`config.mk`:
```
export PLATFORM = sky130hd
export DESIGN_NAME = ico_uart_tx_flat
export DESIGN_NICKNAME = d
export VERILOG_FILES = /design/src/rtl/ico_uart_pkg.sv /design/src/rtl/ico_uart_if.sv /design/src/rtl/ico_sync_fifo.sv /design/src/rtl/ico_uart_tx.sv /design/src/flat_wrapper.sv
export SDC_FILE = /design/constraint.sdc
export NUM_CORES = 1
export LEC_CHECK = 0
export CAP_MARGIN = 10
export CORE_UTILIZATION = 63
export CTS_CLUSTER_SIZE = 40
export DETAILED_ROUTE_END_ITERATION = 8
export DONT_BUFFER_PORTS = 1
export GPL_ROUTABILITY_DRIVEN = 0
export PLACE_DENSITY = 0.79
export SLEW_MARGIN = 15
export SYNTH_ARGS = -nofsm -noshare
export SYNTH_HDL_FRONTEND = slang
export SYNTH_SLANG_ARGS = --single-unit
```
`constraint.sdc`:
```
create_clock -name clk_core -period 2.4 [get_ports clk_core]
set_input_delay 0.24 -clock clk_core [delete_from_list [all_inputs] [get_ports clk_core]]
set_output_delay 0.24 -clock clk_core [all_outputs]
set_load 0.005 [all_outputs]
```
`src/rtl/ico_uart_pkg.sv`:
```
// ico_uart_pkg: shared state encoding, frame constants and helpers for the UART transmitter.
package ico_uart_pkg;

    typedef enum logic [1:0] {
        ST_IDLE  = 2'd0,
        ST_START = 2'd1,
        ST_DATA  = 2'd2,
        ST_STOP  = 2'd3
    } uart_state_e;

    localparam int UART_DATA_BITS  = 8;
    localparam int UART_FRAME_BITS = 10;

    function automatic int clog2(input int v);
        int r;
        r = 0;
        while ((1 << r) < v) r++;
        return (r < 1) ? 1 : r;
    endfunction

endpackage

```
`src/rtl/ico_uart_if.sv`:
```
// ico_uart_if: core-side write strobe and status bundle of the UART transmitter.
interface ico_uart_if
    import ico_uart_pkg::*;
#(
    parameter int AW = 3
);
    logic [UART_DATA_BITS-1:0] wr_data;
    logic                      wr_stb;
    logic                      clr_ovr;
    logic                      full;
    logic                      empty;
    logic                      busy;
    logic                      overrun;
    logic [AW:0]               level;

    modport master (output wr_data, wr_stb, clr_ovr, input full, empty, busy, overrun, level);
    modport slave  (input wr_data, wr_stb, clr_ovr, output full, empty, busy, overrun, level);
endinterface

```
`src/rtl/ico_sync_fifo.sv`:
```
// ico_sync_fifo: single-clock FIFO with combinational head and registered occupancy flags.
module ico_sync_fifo
    import ico_uart_pkg::*;
#(
    parameter int WIDTH = UART_DATA_BITS,
    parameter int AW    = 3
) (
    input  logic             clk_core,
    input  logic             reset_n,
    input  logic             push,
    input  logic             pop,
    input  logic [WIDTH-1:0] din,
    output logic [WIDTH-1:0] dout,
    output logic             full,
    output logic             empty,
    output logic [AW:0]      level
);
    logic [WIDTH-1:0] mem [2**AW];
    logic [AW-1:0]    wptr_q, wptr_d, rptr_q, rptr_d;
    logic [AW:0]      level_q, level_d;
    logic             do_push, do_pop;

    // full/empty come from the registered level, so a write while full is refused even if a pop lands
    always_comb begin
        do_push = push && !full;
        do_pop  = pop && !empty;
        wptr_d  = do_push ? wptr_q + 1'b1 : wptr_q;
        rptr_d  = do_pop ? rptr_q + 1'b1 : rptr_q;
        level_d = level_q + {{AW{1'b0}}, do_push} - {{AW{1'b0}}, do_pop};
    end

    always_ff @(posedge clk_core or negedge reset_n) begin
        if (!reset_n) begin
            wptr_q  <= '0;
            rptr_q  <= '0;
            level_q <= '0;
        end else begin
            wptr_q  <= wptr_d;
            rptr_q  <= rptr_d;
            level_q <= level_d;
        end
    end

    always_ff @(posedge clk_core) begin
        if (do_push) mem[wptr_q] <= din;
    end

    assign dout  = mem[rptr_q];
    assign full  = level_q == {1'b1, {AW{1'b0}}};
    assign empty = level_q == '0;
    assign level = level_q;
endmodule

```
`src/rtl/ico_uart_tx.sv`:
```
// ico_uart_tx: buffered 8N1 transmitter, LSB first at a fixed clk_core divisor,
// with FIFO status and a sticky overrun flag for polling firmware.
module ico_uart_tx
    import ico_uart_pkg::*;
#(
    parameter int DIVISOR = 22,
    parameter int FIFO_AW = 3
) (
    input  logic     clk_core,
    input  logic     reset_n,
    ico_uart_if.slave bus,
    output logic     tx
);
    localparam int            DW       = clog2(DIVISOR);
    localparam logic [DW-1:0] DIV_LAST = DW'(DIVISOR - 1);
    localparam logic [2:0]    BIT_LAST = 3'(UART_DATA_BITS - 1);

    if (DIVISOR < 2 || DIVISOR > 65535) begin : g_div_range
        $error("ico_uart_tx: DIVISOR %0d outside 2..65535", DIVISOR);
    end

    uart_state_e                state_q, state_d;
    logic [DW-1:0]              div_q, div_d;
    logic [2:0]                 bit_q, bit_d;
    logic [UART_DATA_BITS-1:0]  shift_q, shift_d;
    logic                       tx_q, tx_d;
    logic                       ovr_q, ovr_d;
    logic                       last, pop, fifo_full, fifo_empty;
    logic [UART_DATA_BITS-1:0]  head;
    logic [FIFO_AW:0]           fifo_level;

    ico_sync_fifo #(.WIDTH(UART_DATA_BITS), .AW(FIFO_AW)) u_fifo (
        .clk_core (clk_core),
        .reset_n  (reset_n),
        .push     (bus.wr_stb),
        .pop      (pop),
        .din      (bus.wr_data),
        .dout     (head),
        .full     (fifo_full),
        .empty    (fifo_empty),
        .level    (fifo_level)
    );

    always_comb begin
        last    = div_q == DIV_LAST;
        state_d = state_q;
        div_d   = last ? '0 : div_q + 1'b1;
        bit_d   = bit_q;
        shift_d = shift_q;
        tx_d    = tx_q;
        pop     = 1'b0;
        // a drop in the same cycle as a clear leaves the flag set
        ovr_d   = (bus.wr_stb && fifo_full) || (ovr_q && !bus.clr_ovr);
        case (state_q)
            ST_IDLE: begin
                div_d = '0;
                if (!fifo_empty) begin
                    pop     = 1'b1;
                    shift_d = head;
                    state_d = ST_START;
                    tx_d    = 1'b0;
                end
            end
            ST_START: if (last) begin
                state_d = ST_DATA;
                bit_d   = '0;
                tx_d    = shift_q[0];
            end
            ST_DATA: if (last) begin
                if (bit_q == BIT_LAST) begin
                    state_d = ST_STOP;
                    bit_d   = '0;
                    tx_d    = 1'b1;
                end else begin
                    bit_d   = bit_q + 1'b1;
                    shift_d = shift_q >> 1;
                    tx_d    = shift_q[1];
                end
            end
            ST_STOP: if (last) begin
                // chain straight into the next start bit when more data is waiting
                pop     = !fifo_empty;
                shift_d = fifo_empty ? shift_q : head;
                state_d = fifo_empty ? ST_IDLE : ST_START;
                tx_d    = fifo_empty;
            end
            default: state_d = ST_IDLE;
        endcase
    end

    always_ff @(posedge clk_core or negedge reset_n) begin
        if (!reset_n) begin
            state_q <= ST_IDLE;
            div_q   <= '0;
            bit_q   <= '0;
            shift_q <= '0;
            tx_q    <= 1'b1;
            ovr_q   <= 1'b0;
        end else begin
            state_q <= state_d;
            div_q   <= div_d;
            bit_q   <= bit_d;
            shift_q <= shift_d;
            tx_q    <= tx_d;
            ovr_q   <= ovr_d;
        end
    end

    assign tx          = tx_q;
    assign bus.busy    = state_q != ST_IDLE;
    assign bus.full    = fifo_full;
    assign bus.empty   = fifo_empty;
    assign bus.overrun = ovr_q;
    assign bus.level   = fifo_level;
endmodule

```
`src/flat_wrapper.sv`:
```
// flat-port wrapper written by rule: the top's interface ports become plain ports
module ico_uart_tx_flat import ico_uart_pkg::*;
#(
    parameter int DIVISOR = 22,
    parameter int FIFO_AW = 3
)
  (clk_core, reset_n, tx, bus_wr_data, bus_wr_stb, bus_clr_ovr, bus_full, bus_empty, bus_busy, bus_overrun, bus_level);
  ico_uart_if #(.AW(3)) bus_i ();
  input  logic clk_core;
  input  logic reset_n;
  output logic tx;
  input wire logic [$bits(bus_i.wr_data)-1:0] bus_wr_data;
  input wire logic [$bits(bus_i.wr_stb)-1:0] bus_wr_stb;
  input wire logic [$bits(bus_i.clr_ovr)-1:0] bus_clr_ovr;
  output wire logic [$bits(bus_i.full)-1:0] bus_full;
  output wire logic [$bits(bus_i.empty)-1:0] bus_empty;
  output wire logic [$bits(bus_i.busy)-1:0] bus_busy;
  output wire logic [$bits(bus_i.overrun)-1:0] bus_overrun;
  output wire logic [$bits(bus_i.level)-1:0] bus_level;
  assign bus_i.wr_data = bus_wr_data;
  assign bus_i.wr_stb = bus_wr_stb;
  assign bus_i.clr_ovr = bus_clr_ovr;
  assign bus_full = bus_i.full;
  assign bus_empty = bus_i.empty;
  assign bus_busy = bus_i.busy;
  assign bus_overrun = bus_i.overrun;
  assign bus_level = bus_i.level;
  ico_uart_tx #(.DIVISOR(DIVISOR), .FIFO_AW(FIFO_AW)) u_core (.clk_core(clk_core), .reset_n(reset_n), .bus(bus_i), .tx(tx));
endmodule
```
# After elaboration in Yosys (flattened, before gate mapping)
# Memory sizes are Yosys's and may differ from the RTL's.
# Cells that the tools add are included.
dict set report op_classes {
  add_sub_neg 6
  muxes 29
  n_eq_ne 12
  reduce_logical 17
}
# op n
set ops {}
lappend ops {{2-to-1 mux 8 bit} 4}
lappend ops {{one-hot mux 8 bit (3 select lines)} 1}
lappend ops {{2-to-1 mux 1 bit} 10}
lappend ops {{2-to-1 mux 2 bit} 5}
lappend ops {{2-to-1 mux 5 bit} 2}
lappend ops {{adder 3 x 1 -> 3 bit, second input constant} 3}
lappend ops {{2-to-1 mux 3 bit} 3}
lappend ops {{!= test 2 x 1 -> 1 bit, second input constant} 4}
lappend ops {{one-hot mux 2 bit (4 select lines)} 1}
lappend ops {{AND reduction 4 bit} 2}
lappend ops {{one-hot mux 3 bit (2 select lines)} 1}
lappend ops {{adder 5 x 1 -> 5 bit, second input constant} 1}
lappend ops {{== test 5 bit, second input constant} 1}
lappend ops {{AND reduction 5 bit} 1}
lappend ops {{adder 4 x 1 -> 4 bit} 1}
lappend ops {{== test 2 bit, second input constant} 2}
lappend ops {{== test 4 bit, second input constant} 1}
lappend ops {{logical AND 1 bit} 4}
lappend ops {{zero test 4 bit} 1}
lappend ops {{!= test 2 bit, second input constant} 2}
lappend ops {{one-hot mux 1 bit (4 select lines)} 1}
lappend ops {{nonzero test 2 bit} 2}
lappend ops {{subtractor 4 x 1 -> 4 bit} 1}
lappend ops {{== test 3 bit, second input constant} 1}
lappend ops {{7 further kinds} 9}
dict set report word_totals {
  wordCells 74
  register_bits 30
  ram_bits 64
  n_memories 1
}
# memory words word_bits rd rd_ports_with_merged_regs write_ports line
set mem_list {}
lappend mem_list {u_core.u_fifo.mem 8 8 1 0 1 ico_sync_fifo.sv:18} ;# logic [WIDTH-1:0] mem [2**AW];

# Longest topological paths before layout
# Gate-level depths: netlist of the first run.
dict set report logic_depth {
  word_depth 6
  depth_mapped 11
  ltp_nobuf 11
}

# Modules after synthesis
# Synthesis of the first run repeated with hierarchy kept, for this count alone.
dict set report hier_totals {
  hier_cells 248
  area_unflattened_um2 4185.3
}
# mod cells_per_inst seq_area_each_um2 instances area_per_inst_um2
set modules_own_cells {}
lappend modules_own_cells {ico_sync_fifo 150 2172.1 1 3067.9}
lappend modules_own_cells {ico_uart_tx 98 501.7 1 1117.3}

# Worst setup path after synthesis of the first run
# Ideal clock, no wire load.
dict set report synth_path {
  path_kind {register to register}
  start {register u_core.u_fifo.level_q[2] (netlist: u_core.u_fifo.level[2])}
  end {register u_core.u_fifo.level_q[2] (netlist: u_core.u_fifo.level[2])}
  setup_ns 0.123
  arrival_time_ns 2.119
  setup_slack_ns 0.158
  path_buffers 0
  period_less_slack_ns 2.242
  stages_incl_launch_ff 11
  required_time_ns 2.277
  path_cell_list {dfrtp_1 inv_1 ha_1 nor3b_2 nor3_2 ha_1 inv_1 ha_1 inv_1 fa_1 xnor2_1}
}
dict set report synth_between {
  elab_chain_len 6
  word_cells_on_any_way 11
  classes_between {2 x add/sub; 1 x eq/ne; 3 x mux; 5 x reduce/logical}
}
# element line
set synth_rtl {}
lappend synth_rtl {{start, declared} ico_sync_fifo.sv:20} ;# logic [AW:0] level_q, level_d;
lappend synth_rtl {{start signal, assigned} ico_sync_fifo.sv:40} ;# level_q <= level_d;
lappend synth_rtl {{zero test 4 bit (*)} ico_sync_fifo.sv:50} ;# assign empty = level_q == '0;
lappend synth_rtl {{named net bus_empty} flat_wrapper.sv:16} ;# output wire logic [$bits(bus_i.empty)-1:0] bus_empty;
lappend synth_rtl {{zero test 1 bit} n/a}
lappend synth_rtl {{2-to-1 mux 1 bit} ico_uart_tx.sv:80} ;# ST_STOP: if (last) begin
lappend synth_rtl {{one-hot mux 1 bit (2 select lines)} ico_uart_tx.sv:54} ;# case (state_q)
lappend synth_rtl {{logical AND 1 bit (*)} ico_sync_fifo.sv:26} ;# do_pop = pop && !empty;
lappend synth_rtl {{named net u_core.u_fifo.do_pop} ico_sync_fifo.sv:21} ;# logic do_push, do_pop;
lappend synth_rtl {{subtractor 4 x 1 -> 4 bit (*)} ico_sync_fifo.sv:29} ;# level_d = level_q + {{AW{1'b0}}, do_push} - {{AW{1'b0}}, do_pop};
lappend synth_rtl {{named net u_core.u_fifo.level_d[2]} ico_sync_fifo.sv:20}
# The timed path passes the listed nets; every way through them passes the cells marked *.
# A chain may end at the register's enable or synchronous reset.

# Final worst setup path of the first run
dict set report layout_path {
  start {register u_core.div_q[0]}
  end {register u_core.u_fifo.level_q[1] (netlist: u_core.u_fifo.level[1])}
}
dict set report layout_between {
  elab_chain_len 5
}
# element line
set layout_rtl {}
lappend layout_rtl {{start, declared} ico_uart_tx.sv:23} ;# logic [DW-1:0] div_q, div_d;
lappend layout_rtl {{start signal, assigned} ico_uart_tx.sv:101} ;# div_q <= div_d;
lappend layout_rtl {{== test 5 bit} ico_uart_tx.sv:45} ;# last = div_q == DIV_LAST;
lappend layout_rtl {{2-to-1 mux 1 bit} ico_uart_tx.sv:80}
lappend layout_rtl {{one-hot mux 1 bit (2 select lines)} ico_uart_tx.sv:54}
lappend layout_rtl {{logical AND 1 bit} ico_sync_fifo.sv:26}
lappend layout_rtl {{named net u_core.u_fifo.do_pop} ico_sync_fifo.sv:21}
lappend layout_rtl {{subtractor 4 x 1 -> 4 bit} ico_sync_fifo.sv:29}
lappend layout_rtl {{named net u_core.u_fifo.level_d[1]} ico_sync_fifo.sv:20}
# The timed path passes the listed nets, and every way through them passes these cells.

==> flow_summary.yaml, run 1 <==
placement:
  dp_slack_ns: 0.06321
  numPortBuffers: 0
  dp_hpwl_microns: 4885
clocking:
  worstSkewPairLatency_ns: 0.36
  clock-sinks: 94
  cts_tree: "done"
  numCtsBuffers: 9
  path_clk_slew_ns: 0.10
  cts_root_buffer: "clkbuf_8"
  htreeDepth: 3
  clock_path_buffers: 2
power:
  p_sw_frac: 0.2861
  combPwrFrac: 0.157
  power_mw: 3.726
  seqPwrFrac: 0.569
  power.internal_mw: 2.660
  ir_worst_vdd_mv: 0.7078
  power.switching_mw: 1.066
  power.density_nw_per_um2: 810.0
  p_clk_frac: 0.274
  leakagePower_nw: 1.714
setup_path:
  rr_worst_depth: 10
  cp_data_arrival_time_ns: 2.55
  cp_max_fo: 4
  worst_setup_path_end_kind: "flip-flop"
  cp.required_ns: 2.66
  crit_path_start_kind: "flip-flop"
  worst-setup-path-type: "reg2reg"
yosys:
  synth.cell_area_sq_um: 4078
  syn-mean-instance-area_sq_um: 14.77
  netlist_instances: 276
  yosys-top-cells-count: "64 x edfxtp_1, 29 x dfrtp_1, 21 x nand2_1"
  synthArstFlopShare: 0.3191
  synth_most_common_cell: "edfxtp_1"
  synth_edf_count: 64
  synth_area_leaders: "edfxtp_1 47%, dfrtp_1 18%, ha_1 4.9%"
  yosysSeqAreaShare: 0.6557
  yosysUniqueCellTypes: 44
  synth-seq-cells: 94
  netlist.area_leader.share: 0.4713
  yosysWarnings: 0
  synth-main-ff-cell: "edfxtp_1"
  synth_nets: 305
  synth.largest_area_cell: "edfxtp_1"
routing:
  vias: 2333
  wl_microns: 7329
  drtAntennaViolNets: 0
  firstDrtPassIters: 4
  first_iter_violations: 139
  routed_via_density: 5.997
  remaining_drc_errors: 0
  avgRoutedWirePerCell_microns: 18.84
global_routing:
  grt_pass1_vias: 2281
  grt_max_degree: 31
  grt_use_total: 0.2478
  antenna_found_initial: 0
  overflow: 0
  grt_pass1_wl_microns: 11620
cells_and_area:
  area_delta_synth_final_pct: 12.80
  diodes: 0
  final_core_util: 0.7545
  nets: 338
  drive_gt1_frac: 0.2006
outcome:
  status: "completed"
timing:
  max_slew_margin: 0.5221
  drv_slew: 0
  setup_ws_ns: 0.1130
  period_share: 0.9529
  setup_viol_count_final: 0
  hold_viol_final: 0
  min_period_ns: 2.287
  skew_ns: 0.008563
  fmaxAchievable_ghz: 0.4373
  worst_pin_slew_ns: 0.7169
  grt_setup_unrepaired: "true"
floorplan:
  io_pins: 21
  die_area_sq_um: 6798
  placementRows: 28
  die_y_microns: 82.45
  core_region_area_sq_um: 6096
  die_w_microns: 82.45
  initial_core_util: 0.6689
min_path:
  hold_depth: 4
  min_path_type: "in2reg"
run:
  cap_violations: 0
[final cells by class]
type                    instances  area [sq um]
well taps                      75         93.84
flip-flops and latches         94          2675
clock buffers                   9         123.9
repair buffers                 30         265.3
inverters                      15         56.30
multi-input cells             159          1310
clock inverters                 7         75.07
fillers                       373          1496
[power groups by stage]
stage | Clock, mW | Combinational (mW) | Sequential [mW]
global placement | 0 | 0.506 | 2.13
global route | 1.10 | 0.658 | 2.14
floorplan | 0 | 0.369 | 2.11
CTS | 1.04 | 0.582 | 2.11
detailed placement | 0 | 0.536 | 2.15
finish | 1.02 | 0.586 | 2.12
[worst paths after layout]
check / from / end / slack (ns)
hold reg to reg: u_core.tx / u_core.tx / 0.50
min in group asynchronous: reset_n / u_core.bit_q[2] / 0.31
setup reg to reg: u_core.div_q[0] / u_core.u_fifo.level[1] / 0.11
setup / recovery: u_core.div_q[0] / u_core.u_fifo.level[1] / 0.11
max in group asynchronous: reset_n / u_core.tx / 1.85
hold / removal: bus_wr_stb / u_core.u_fifo.wptr_q[1] / 0.26
[critical path, cell delays in order, from the launching register on]
cell,delay (ns)
dfrtp_1,0.42
ha_1,0.23
and4b_1,0.21
a21oi_2,0.19
nor3_2,0.07
ha_1,0.28
inv_1,0.06
ha_1,0.15
inv_1,0.05
fa_1,0.48
inv_1,0.04
[cells in the final DEF (no fill, tap or decap), types with 3 or more instances in the layout]
cell type / synthesis / final
xor2_1: 5 / 5
mux4_2: 8 / 8
inv_1: 15 / 14
nand2b_1: 5 / 5
xnor2_1: 3 / 3
dlygate4sd3_1: 0 / 11
buf_4: 2 / 18
o41ai_1: 7 / 7
nor2_1: 19 / 19
ha_1: 16 / 16
nand2_1: 21 / 21
o21ai_0: 4 / 4
dfrtp_1: 29 / 28
a211oi_1: 14 / 14
inv_8: 0 / 3
clkbuf_8: 0 / 9
nor2b_1: 17 / 17
mux2_2: 10 / 10
edfxtp_1: 64 / 64
[flip-flops by register name, indices dropped and copies added, names as in the netlist]
| register | flops |
|---|---|
| u_core.u_fifo.mem | 64 |
| u_core.shift_q | 8 |
| u_core.div_q | 5 |
| u_core.u_fifo.level | 4 |
| u_core.bit_q | 3 |
| u_core.u_fifo.rptr_q | 3 |
| u_core.u_fifo.wptr_q | 3 |
| u_core.state_q | 2 |
| u_core.bus.overrun | 1 |
| u_core.tx | 1 |
[timing repair]
item	4_1_cts	5_1_grt
hold endpoints to repair	95	0
resized for setup	0	4
setup endpoints to repair	0	3
hold buffers	12	0
setup buffers	0	1
[through the flow]
stage / cell area, sq um / setup TNS [ns] / instances / hold WS (ns)
floorplan: 4078 / 0 / 276 / -0.05559
global placement: 4253 / 0 / 360 / -0.05485
detailed placement: 4253 / 0 / 360 / -0.05488
CTS: 4582 / 0 / 388 / 0.2397
global route: 4599 / -0.03149 / 389 / 0.3037
finish: 4599 / 0 / 389 / 0.2611
[kinds of logic (layout without fill, tap and decap cells)]
logic type / after synthesis / in the layout / share of synthesized area
flops: 94 / 94 / 0.6557
simple gates: 75 / 75 / 0.09604
compound gates: 41 / 41 / 0.08009
buf+inv: 23 / 61 / 0.02516
mux: 18 / 18 / 0.07180
fa+ha+maj: 17 / 17 / 0.05400
xor+xnor: 8 / 8 / 0.01718
[routing by layer]
layer	track usage	share of wire	wire length, microns	up-vias
li1	-	-	-	1098
met1	0.3392	0.44	3209	1160
met2	0.3868	0.49	3601	64
met3	0.05385	0.055	403	11
met4	0.1053	0.016	114	0
met5	0	0	0	-
(Power assumes the default switching activity.)
==> run 2, diff against run 1 <==
SKIP_CTS_REPAIR_TIMING = 1   (was not set)
TNS_END_PERCENT = 5   (was not set)
==> flow_summary.yaml, run 2 (same netlist as run 1, synthesis figures left out) <==
power:
  seqPwrFrac: 0.567
  combPwrFrac: 0.158
  power_mw: 3.734
  power.density_nw_per_um2: 811.8
  ir_worst_vdd_mv: 0.7162
  p_sw_frac: 0.2876
  power.switching_mw: 1.074
  power.internal_mw: 2.660
  leakagePower_nw: 1.714
  p_clk_frac: 0.275
cells_and_area:
  nets: 338
  largest_register_ffs: 64
  reg_top3: "u_core.u_fifo.mem x64, u_core.shift_q x8, u_core.div_q x5"
  area_delta_synth_final_pct: 12.80
  layout_common_cells: "64 x edfxtp_1, 28 x dfrtp_1, 21 x nand2_1, 19 x nor2_1, 18 x buf_4"
  fill_cells: 367
  diodes: 0
  seqCellArea_sq_um: 2675
  final_common_cell: "edfxtp_1"
  top_register: "u_core.u_fifo.mem"
  multi_input_area_sq_um: 1310
  drive_gt1_frac: 0.2006
setup_path:
  crit_chain: "ha_1 > and4b_1 > a21oi_2 > nor3_2 > ha_1 > inv_1 > ha_1 > inv_1 > fa_1 > inv_1"
  critPathSlowestCell: "fa_1"
  cp_data_arrival_time_ns: 2.56
  cp_max_fo: 4
  crit_path_start_kind: "flip-flop"
  cp.required_ns: 2.66
  worst-setup-path-type: "reg2reg"
  cpPeakStageDelay_ns: 0.48
  worst_setup_path_end_kind: "flip-flop"
timing:
  min_period_ns: 2.296
  max_slew_margin: 0.4980
  drv_slew: 0
  final.setup.tns_ns: 0
  setup_viol_count_final: 0
  grt_setup_unrepaired: "true"
  holdWs_ns: 0.2596
  fmaxAchievable_ghz: 0.4355
  skew_ns: 0.007574
  worst_pin_slew_ns: 0.7529
  period_share: 0.9568
  hold_viol_final: 0
floorplan:
  core_region_area_sq_um: 6096
  die_area_sq_um: 6798
  initial_core_util: 0.6689
  io_pins: 21
  die_y_microns: 82.45
  die_w_microns: 82.45
  placementRows: 28
routing:
  top_layer: "met4"
  avgRoutedWirePerCell_microns: 18.86
  wl_microns: 7337
  first_iter_violations: 153
  drtAntennaViolNets: 0
  route.met2.wl_microns: 3552
  remaining_drc_errors: 0
  firstDrtPassIters: 4
  vias: 2319
  routed_via_density: 5.961
  wirelength_met1_microns: 3286
  dr_wl_met3_microns: 383
placement:
  dp_hpwl_microns: 4885
  numPortBuffers: 0
clocking:
  worstSkewPairLatency_ns: 0.36
  cts_root_buffer: "clkbuf_8"
  cts_tree: "done"
  htreeDepth: 3
  clock_path_buffers: 2
  numCtsBuffers: 9
  path_clk_slew_ns: 0.10
  clock-sinks: 94
global_routing:
  grt_max_degree: 31
  overflow: 0
  grt_use_total: 0.2383
  antenna_found_initial: 0
  grt_pass1_vias: 2244
  grt_pass1_wl_microns: 11240
min_path:
  min_path_type: "in2reg"
outcome:
  status: "completed"
run:
  cap_violations: 0
==> run 2: cell counts in the layout (fill, tap and decap cells not counted) <==
Identical to the previous run, type by type.
==> run 2: worst paths after layout <==
check / from / endpoint / slack [ns] / cells past startpoint
max: u_core.div_q[0] / u_core.u_fifo.level[1] / 0.10 / 10
min: bus_wr_stb / u_core.u_fifo.wptr_q[1] / 0.26 / 4
max reg2reg: u_core.div_q[0] / u_core.u_fifo.level[1] / 0.10 / 10
min reg2reg: u_core.tx / u_core.tx / 0.50 / 2
max in group asynchronous: reset_n / u_core.tx / 1.84 / 2
min in group asynchronous: reset_n / u_core.bit_q[2] / 0.32 / 2
==> run 2: worst max-delay path: cells and delay by family, from the launching register on <==
family,cells,cell delay [ns]
flops,1,0.42
buf+inv,3,0.15
fa+ha+maj,4,1.14
compound gates,1,0.19
simple gates,2,0.28
==> run 2: through the flow <==
step                      utilization  cells  setup slack (ns)  cell area (sq um)
after floorplan                     -    276            0.1581               4078
after global placement         0.6977    360            0.1560               4253
after detailed placement       0.6977    360           0.06321               4253
after CTS                      0.7303    376           0.04695               4452
after global routing           0.7545    389          -0.03148               4599
final                          0.7545    389            0.1038               4599
==> run 2: routing by layer <==
layer  up-vias  global-route usage
met5         -                   0
met4         0              0.1053
met3        11             0.05275
met2        54              0.3711
met1      1155              0.3244
li1       1099                   -
==> run 2: power by group through the flow <==
stage | registers [mW] | logic, mW | clock network (mW)
after floorplan | 2.11 | 0.369 | 0
after global placement | 2.13 | 0.506 | 0
after detailed placement | 2.15 | 0.536 | 0
after CTS | 2.11 | 0.535 | 1.04
after global routing | 2.14 | 0.659 | 1.10
final | 2.12 | 0.591 | 1.03
==> run 2: final cells by class <==
class                           instances  area share
Clock buffer                            9     0.02693
Clock inverter                          7     0.01632
Inverter                               15     0.01224
Multi-Input combinational cell        159      0.2848
Sequential cell                        94      0.5816
Tap cell                               75     0.02040
Timing Repair Buffer                   30     0.05767
